`src/rtl/spi_slave_param.sv`:
```
// -----------------------------------------------------------------------------
// spi_slave_param
//
// Parametrised SPI slave. SCK, CHIP_SELECT and MOSI are oversampled in the CLK
// domain: two synchroniser flops plus a third SCK flop for edge detection, so a
// pin edge takes effect 3 CLK after it occurs. Supports all four CPOL/CPHA
// modes, MSB- or LSB-first bit order, valid/ready word interfaces and sticky
// overrun/underrun flags.
//
// Optional feature macro: SPI_SLV_RX_FIFO_EN
//   defined   - FIFO_DEPTH-entry first-word-fall-through RX FIFO
//   undefined - single RX holding register
//
// Ports
//   CLK          system clock, at least 4x the SCK frequency
//   RESET_N      asynchronous active-low reset
//   SCK          SPI clock (asynchronous)
//   CHIP_SELECT  active-low slave select (asynchronous)
//   MOSI         serial data in
//   MISO         serial data out (registered)
//   MISO_OE      MISO output enable, high while select is active
//   rx_data      received word
//   rx_valid     rx_data valid
//   rx_ready     consumer accepts rx_data
//   tx_data      next word to transmit
//   tx_valid     tx_data valid
//   tx_ready     1-cycle pulse: tx_data captured
//   rx_overrun   sticky: received word dropped
//   tx_underrun  sticky: word sent without valid tx_data
//   err_clr      clears both sticky flags (a new error in the same cycle wins)
//   busy         select active with a partial word in progress
// -----------------------------------------------------------------------------
module spi_slave_param #(
    parameter int WIDTH      = 16,
    parameter bit CPOL       = 1'b0,
    parameter bit CPHA       = 1'b0,
    parameter bit MSB_FIRST  = 1'b1,
    parameter int FIFO_DEPTH = 4
) (
    input  logic             CLK,
    input  logic             RESET_N,
    input  logic             SCK,
    input  logic             CHIP_SELECT,
    input  logic             MOSI,
    output logic             MISO,
    output logic             MISO_OE,
    output logic [WIDTH-1:0] rx_data,
    output logic             rx_valid,
    input  logic             rx_ready,
    input  logic [WIDTH-1:0] tx_data,
    input  logic             tx_valid,
    output logic             tx_ready,
    output logic             rx_overrun,
    output logic             tx_underrun,
    input  logic             err_clr,
    output logic             busy
);

    localparam int CNT_W = $clog2(WIDTH);

    if (WIDTH < 4 || WIDTH > 32 || FIFO_DEPTH < 2 ||
        (FIFO_DEPTH & (FIFO_DEPTH - 1)) != 0) begin : g_bad_params
        $error("spi_slave_param: unsupported WIDTH or FIFO_DEPTH");
    end

    typedef enum logic {
        IDLE   = 1'b0,
        ACTIVE = 1'b1
    } state_t;

    state_t state, state_next;

    // ------------------------------------------------------------------
    // Synchronisers and edge detection
    // ------------------------------------------------------------------
    logic [2:0] sck_s;
    logic [1:0] cs_s;
    logic [1:0] mosi_s;

    // NOTE: synchronisers reset to the idle pin levels so that releasing reset
    // never looks like a select fall or an SCK edge.
    always_ff @(posedge CLK or negedge RESET_N) begin
        if (!RESET_N) begin
            sck_s  <= {3{CPOL}};
            cs_s   <= 2'b11;
            mosi_s <= '0;
        end else begin
            sck_s  <= {sck_s[1:0], SCK};
            cs_s   <= {cs_s[0], CHIP_SELECT};
            mosi_s <= {mosi_s[0], MOSI};
        end
    end

    logic sel, leading, trailing, sample_edge, launch_edge, cs_fall, cs_rise;

    assign sel         = ~cs_s[1];
    assign leading     = (sck_s[1] != CPOL) && (sck_s[2] == CPOL);
    assign trailing    = (sck_s[1] == CPOL) && (sck_s[2] != CPOL);
    assign sample_edge = (state == ACTIVE) && sel && (CPHA ? trailing : leading);
    assign launch_edge = (state == ACTIVE) && sel && (CPHA ? leading : trailing);
    assign cs_fall     = (state == IDLE) && sel;
    assign cs_rise     = (state == ACTIVE) && !sel;

    // ------------------------------------------------------------------
    // FSM
    // ------------------------------------------------------------------
    always_ff @(posedge CLK or negedge RESET_N) begin
        if (!RESET_N) state <= IDLE;
        else          state <= state_next;
    end

    // NOTE: every combinational output gets a default first so no path can
    // leave it unassigned and infer a latch.
    always_comb begin
        state_next = state;
        case (state)
            IDLE:    if (sel)  state_next = ACTIVE;
            ACTIVE:  if (!sel) state_next = IDLE;
            default: state_next = IDLE;
        endcase
    end

    // ------------------------------------------------------------------
    // Receive shifter and bit counter
    // ------------------------------------------------------------------
    logic [CNT_W-1:0] bit_cnt;
    logic [WIDTH-1:0] rx_shift;
    logic             push;

    always_ff @(posedge CLK or negedge RESET_N) begin
        if (!RESET_N) begin
            bit_cnt  <= '0;
            rx_shift <= '0;
            push     <= 1'b0;
        end else begin
            push <= 1'b0;
            if (cs_rise) begin
                // Partial word is abandoned.
                bit_cnt  <= '0;
                rx_shift <= '0;
            end else if (sample_edge) begin
                rx_shift <= MSB_FIRST ? {rx_shift[WIDTH-2:0], mosi_s[1]}
                                      : {mosi_s[1], rx_shift[WIDTH-1:1]};
                if (bit_cnt == CNT_W'(WIDTH - 1)) begin
                    bit_cnt <= '0;
                    push    <= 1'b1;
                end else begin
                    bit_cnt <= bit_cnt + 1'b1;
                end
            end
        end
    end

    assign busy    = (state == ACTIVE) && sel && (bit_cnt != '0);
    assign MISO_OE = sel;

    // ------------------------------------------------------------------
    // Transmit shifter
    // ------------------------------------------------------------------
    // With bit_cnt back at 0 a launch edge is a word boundary: for CPHA=0 it
    // follows the last sample, for CPHA=1 it opens the next word. The first
    // CPHA=1 launch after select fall is skipped since the word is already
    // loaded and its first bit already on MISO.
    logic [WIDTH-1:0] tx_shift, tx_next;
    logic             first_launch, load, shift;

    assign load  = cs_fall || (launch_edge && !first_launch && (bit_cnt == '0));
    assign shift = launch_edge && !first_launch && (bit_cnt != '0);

    always_comb begin
        tx_next = tx_shift;
        if (load)
            tx_next = tx_valid ? tx_data : '1;
        else if (shift)
            tx_next = MSB_FIRST ? {tx_shift[WIDTH-2:0], 1'b1}
                                : {1'b1, tx_shift[WIDTH-1:1]};
    end

    always_ff @(posedge CLK or negedge RESET_N) begin
        if (!RESET_N) begin
            tx_shift     <= '0;
            MISO         <= 1'b0;
            tx_ready     <= 1'b0;
            first_launch <= 1'b0;
            tx_underrun  <= 1'b0;
        end else begin
            tx_shift <= tx_next;
            tx_ready <= load && tx_valid;
            if (load || shift)
                MISO <= MSB_FIRST ? tx_next[WIDTH-1] : tx_next[0];
            if (cs_fall)          first_launch <= CPHA;
            else if (launch_edge) first_launch <= 1'b0;
            if (load && !tx_valid) tx_underrun <= 1'b1;
            else if (err_clr)      tx_underrun <= 1'b0;
        end
    end

    // ------------------------------------------------------------------
    // RX word buffering
    // ------------------------------------------------------------------
`ifdef SPI_SLV_RX_FIFO_EN
    localparam int AW = $clog2(FIFO_DEPTH);

    logic [WIDTH-1:0] fifo_mem [FIFO_DEPTH];
    logic [AW:0]      wr_ptr, rd_ptr;
    logic             empty, full, pop, accept;

    assign empty  = (wr_ptr == rd_ptr);
    assign full   = (wr_ptr[AW] != rd_ptr[AW]) && (wr_ptr[AW-1:0] == rd_ptr[AW-1:0]);
    assign pop    = !empty && rx_ready;
    // A pop in the same cycle frees the slot, so a push when full is taken.
    assign accept = push && (!full || pop);

    // NOTE: storage has no reset; the read mux below masks it while empty.
    always_ff @(posedge CLK) begin
        if (accept) fifo_mem[wr_ptr[AW-1:0]] <= rx_shift;
    end

    always_ff @(posedge CLK or negedge RESET_N) begin
        if (!RESET_N) begin
            wr_ptr     <= '0;
            rd_ptr     <= '0;
            rx_overrun <= 1'b0;
        end else begin
            if (accept) wr_ptr <= wr_ptr + 1'b1;
            if (pop)    rd_ptr <= rd_ptr + 1'b1;
            if (push && !accept) rx_overrun <= 1'b1;
            else if (err_clr)    rx_overrun <= 1'b0;
        end
    end

    assign rx_valid = !empty;
    assign rx_data  = empty ? '0 : fifo_mem[rd_ptr[AW-1:0]];
`else
    always_ff @(posedge CLK or negedge RESET_N) begin
        if (!RESET_N) begin
            rx_data    <= '0;
            rx_valid   <= 1'b0;
            rx_overrun <= 1'b0;
        end else begin
            if (push) begin
                // Empty, or being popped this cycle: take the new word.
                if (!rx_valid || rx_ready) begin
                    rx_data  <= rx_shift;
                    rx_valid <= 1'b1;
                end
            end else if (rx_valid && rx_ready) begin
                rx_valid <= 1'b0;
            end
            if (push && rx_valid && !rx_ready) rx_overrun <= 1'b1;
            else if (err_clr)                  rx_overrun <= 1'b0;
        end
    end
`endif

endmodule
```
`config.mk`:
```
export PLATFORM = sky130hd
export DESIGN_NAME = spi_slave_param
export DESIGN_NICKNAME = d
export VERILOG_FILES = /design/src/rtl/spi_slave_param.sv
export SDC_FILE = /design/constraint.sdc
export NUM_CORES = 1
export LEC_CHECK = 0
export ABC_CLOCK_PERIOD_IN_PS = 1750
export CORE_ASPECT_RATIO = 1.25
export CORE_UTILIZATION = 52
export DETAILED_ROUTE_END_ITERATION = 10
export MAX_ROUTING_LAYER = met4
export PLACE_DENSITY = 0.79
export SYNTH_ARGS = -nofsm -noshare
export SYNTH_HDL_FRONTEND = slang
export SYNTH_SLANG_ARGS = --single-unit
```
`constraint.sdc`:
```
create_clock -name CLK -period 1.75 [get_ports CLK]
set_input_delay 0.35 -clock CLK [delete_from_list [all_inputs] [get_ports CLK]]
set_output_delay 0.35 -clock CLK [all_outputs]
set_load 0.01 [all_outputs]
```
* Yosys cells after proc, flatten, opt, wreduce, memory -nomap -nowiden
Cells that the tools add are included.
** Operators by class
- Multiply operators :: 0
- Divide/modulo/power cells :: 0
- $lt $le $gt $ge :: 0
- Bitwise operators :: 4
- Reductions and logical operators :: 33
- Shifts and indexed selects :: 0
- Equality and inequality tests :: 2
- Mux-type cells :: 20
- Add/subtract/negate cells :: 1
** Operators by type and width (count)
- two-way mux 16 bit :: 5
- logical AND 1 bit :: 16
- two-way mux 1 bit :: 12
- two-way mux 4 bit :: 3
- nonzero test 2 bit :: 6
- adder 4 x 1 -> 4 bit, second input constant :: 1
- == test 4 bit, second input constant :: 1
- zero test 1 bit :: 4
- zero test 4 bit :: 1
- inverter 1 bit :: 4
- AND reduction 2 bit :: 2
- nonzero test 4 bit :: 1
- logical OR 1 bit :: 3
- inequality test 2 x 1 -> 1 bit, second input constant :: 1
** Storage, ports and cells
- Output and inout bits :: 23
- Logic and storage cells :: 76
- Memories kept :: 0
- Memory bits (writable) :: 0
- Memory bits (read-only) :: 0
- Register bits :: 67
- Latch bits :: 0
- Input port bits :: 24

* Depth between registers and ports, before layout
- Word-level depth :: 8
- Depth in mapped cells :: 7
- Depth with buffers taken out :: 6

* Worst setup path after synthesis
Ideal clock, no wire load.
- Path type :: flip-flop to flip-flop
- From :: register bit_cnt[0]
- To :: register tx_shift[10]
- Arrival :: 1453 ps
- Cell stages (with the launch flop) :: 8
- Slack :: 171 ps
- Data required time :: 1624 ps
- Buffers on the path :: 1
- Path through :: dfrtp_1 inv_1 ha_1 nor3b_4 a21oi_4 buf_6 a21oi_1 a221o_1
** On the way
- Longest elaborated chain between the ends :: 4
** Ends and longest elaborated chain
- start, declared :: line 126 : logic [CNT_W-1:0] bit_cnt;
- start signal, assigned :: line 148 : bit_cnt <= bit_cnt + 1'b1;
- zero test 4 bit :: line 167 : assign load = cs_fall || (launch_edge && !first_launch && (bit_cnt == '0));
- logical AND 1 bit :: line 167
- logical OR 1 bit :: line 167
- two-way mux 16 bit or nonzero test 2 bit (tied branches)
- end signal, assigned :: line 187 : tx_shift <= tx_next;
- end, declared :: line 164 : logic [WIDTH-1:0] tx_shift, tx_next;
Several ways; a longest one is shown, not always the timed one.
A chain may end at the register's enable or synchronous reset.

* Worst setup path in the final report
- From :: register bit_cnt[0]
- To :: output port busy
** On the way
- Longest elaborated chain between the ends :: 2
** Ends and longest elaborated chain
- nonzero test 4 bit :: line 154 : assign busy = (state == ACTIVE) && sel && (bit_cnt != '0);
- logical AND 1 bit :: line 154
- end, declared :: line 56 : output logic busy
Every way passes these cells.

==> results.py <==
metrics = {
    "outcome": {
        "status": "complete, no violations",
    },
    "synth": {
        "synth.avg_cell_area_sq_um": 13.3,
        "syn_inst": 199,
        "syn_area_sq_um": 2660,
        "synth-warning-count": 0,
        "ys_types": 37,
        "syn_nets": 225,
        "synth_seq_cells": 65,
        "synth.yosys.seq_area_share_pct": 61.4,
    },
    "placed_design": {
        "dp_cells": 305,
        "dp_hpwl_um": 3030,
        "gp_congestion": 0.750,
        "dp_slack_ps": -150,
        "io_buffers": 46,
    },
    "pwr": {
        "switchingPower_mw": 0.691,
        "seq_power_share_pct": 53.5,
        "p_leak_nw": 1.62,
        "power_density_nw_per_um2": 888,
        "power_frac_comb_pct": 10.1,
        "p_clk_share_pct": 36.3,
        "sw_frac_of_total_pct": 22.8,
        "internal_power_mw": 2.34,
        "irDropWorstVdd_mv": 0.642,
    },
    "grt": {
        "grt_pass1_vias": 1746,
        "grt_max_degree": 66,
        "grt_first_pass_wirelength_um": 7580,
        "track_usage_pct": 19.9,
        "antenna_found_initial": 0,
        "grt_remaining_overflow": 0,
    },
    "drt": {
        "vias": 1721,
        "drc": 0,
        "wl_met1_um": 2120,
        "wl_met2_um": 2290,
        "ant_nets": 0,
        "post_drt_wl_per_cell_um": 14.6,
        "detail_route.first_pass.iterations": 4,
        "drt_wl_total_um": 4700,
        "drtIter0Drc": 82,
        "wl_met3_um": 203,
        "top_layer": "met4",
        "via_per_inst": 5.34,
    },
    "floorplanning": {
        "core_region_area_sq_um": 4830,
        "fp.dieH_um": 81.9,
        "num_rows": 28,
        "start_util_pct": 54.9,
        "die_x_um": 65.9,
        "dieArea_sq_um": 5400,
        "io_pins": 47,
    },
    "layout": {
        "area_delta_synth_final_pct": 28.5,
        "instances_no_fill": 322,
        "nets": 283,
        "final_cell_mix": "63 x dfrtp_1, 43 x clkdlybuf4s50_1, 20 x inv_1, 17 x a22o_1, 16 x mux2_2",
        "final_common_cell": "dfrtp_1",
        "drive_above_1_share_pct": 21.8,
        "fin_util_pct": 70.5,
        "diodes": 0,
    },
    "sta": {
        "fmax_mhz": 576,
        "rsz0062_at_grt": "true",
        "fin_tns_setup_ps": 0,
        "setup_violations": 0,
        "slew_viol_final": 0,
        "layout_setup_ws_ps": 12.6,
        "max_slew_margin_pct": 67.1,
        "fin_crit_sh_pct": 99.3,
        "finalHoldViolations": 0,
        "fin_skew_ps": 4.67,
        "worstMarginPinSlew_ps": 492,
        "final.min_clock_period_ps": 1740,
    },
    "worst_setup_path": {
        "worstRegToRegCells": 8,
        "critPathLaunchType": "register",
        "worstPathRequired_ps": 1400,
        "worst-path-max-fanout": 2,
        "cp_data_arrival_time_ps": 1390,
        "cp-end-kind": "output port",
        "crit_type": "reg -> out",
    },
    "cts": {
        "clk_latency_ps": 330,
        "clock_path_buffers": 2,
        "cts_made_buffers": 9,
        "root_buffer": "clkbuf_8",
        "htreeDepth": 3,
        "cts_num_sinks": 65,
        "path_clk_slew_ps": 70,
        "cts_tree": "built",
    },
    "hold_path": {
        "hold_path.class": "in -> async",
    },
    "run": {
        "cap_violations": 0,
    },
}
==> what timing repair did <==
action,CTS,global route
hold buffers,0,0
setup endpoints to repair,2,5
hold endpoints to repair,0,0
buffers inserted,1,0
resized for setup,5,5
pin swaps,0,2
==> cell families after synthesis <==
| kind of cell | synth area share (%) |
|---|---|
| adders and majority gates | 0.942 |
| muxes | 6.79 |
| xor gates and xnor gates | 0.330 |
| and+or+nand+nor | 6.88 |
| buffers and inverters | 7.07 |
| AOI/OAI and AO/OA | 16.6 |
| DFF | 61.4 |
==> critical path, cell delays in order, from the launching register on <==
cell	delay (ps)
dfrtp_1	370
inv_2	60
ha_4	150
nor3b_4	150
nor3b_2	180
buf_2	150
==> metal layers <==
layer / up-vias / track usage [%]
li1: 828 / -
met1: 846 / 22.4
met2: 40 / 32.0
met3: 7 / 6.67
met4: 0 / 9.13
met5: - / -
==> power by group through the flow <==
stage / combinational [mW] / sequential [mW] / clock, mW
3_3_place_gp: 0.292 / 1.64 / 0
3_5_place_dp: 0.299 / 1.65 / 0
5_1_grt: 0.342 / 1.63 / 1.20
6_report: 0.307 / 1.62 / 1.10
2_1_floorplan: 0.158 / 1.64 / 0
4_1_cts: 0.305 / 1.62 / 1.13
==> metrics by stage <==
| stage | hold slack, ps | area (sq um) | total power [mW] |
|---|---|---|---|
| 2_1_floorplan | 54.4 | 2660 | 1.80 |
| 5_1_grt | 46.1 | 3410 | 3.17 |
| 4_1_cts | 27.7 | 3400 | 3.05 |
| 3_3_place_gp | 332 | 3210 | 1.94 |
| 3_5_place_dp | 338 | 3210 | 1.95 |
| 6_report | 14.9 | 3410 | 3.03 |
==> Yosys cell counts <==
library cell  instances  area share (%)
o21ai_0               3            0.57
nor3b_1               3            0.85
nand2b_1              1            0.24
nand4_1               1            0.24
nand2_1               8             1.1
a221o_1              13             4.9
ha_1                  2            0.94
o22ai_1               2            0.47
a21o_1                1            0.28
nor3b_4               1            0.71
inv_1                22             3.1
dfstp_2               2             2.0
a21oi_1              14             2.6
nor3_1                1            0.19
a221oi_1              1            0.33
a21oi_2               1            0.33
and4_1                1            0.33
o211ai_1              1            0.28
or2_2                 1            0.24
and4bb_4              2             1.2
dfrtp_1              63              59
buf_6                 5             2.1
nor2_1                2            0.28
buf_4                 1            0.28
nand3_1               2            0.38
and2b_2               1            0.33
buf_2                 2            0.38
xor2_1                1            0.33
nor2b_4               1            0.52
a21oi_4               1            0.61
clkbuf_8              2             1.0
clkbuf_1              1            0.14
nor2b_1               1            0.24
a22o_1               17             5.6
o221ai_1              1            0.33
mux2_2               16             6.8
a21boi_0              1            0.28
==> path summary, 6_finish.rpt <==
check / slack (ps) / start / endpoint
max in group asynchronous: 1410 / RESET_N / cs_s[1]$_DFF_PN1_
max: 10 / bit_cnt[0]$_DFFE_PN0P_ / busy
min reg2reg: 350 / sck_s[0]$_DFF_PN0_ / sck_s[1]$_DFF_PN0_
min: 10 / RESET_N / rx_overrun$_DFFE_PN0P_
max reg2reg: 110 / bit_cnt[0]$_DFFE_PN0P_ / tx_shift[4]$_DFFE_PN0P_
min in group CLK: 350 / sck_s[0]$_DFF_PN0_ / sck_s[1]$_DFF_PN0_
==> flip-flops by register name, indices dropped and copies added (netlist names) <==
signal       cells
MISO             1
bit_cnt          4
state            1
tx_underrun      1
tx_shift        15
rx_data         16
mosi_s           2
tx_ready         1
rx_overrun       1
rx_valid         1
cs_s             2
push             1
rx_shift        16
sck_s            3
==> final cells by class <==
class	instances	area (sq um)
flip-flops and latches	65	1630
fillers	360	1420
multi-input cells	101	856
repair buffers	58	593
clock buffers	14	163
inverters	22	82.6
well taps	60	75.1
clock inverters	2	12.5
Note: power is estimated with default switching activity, not from simulation.
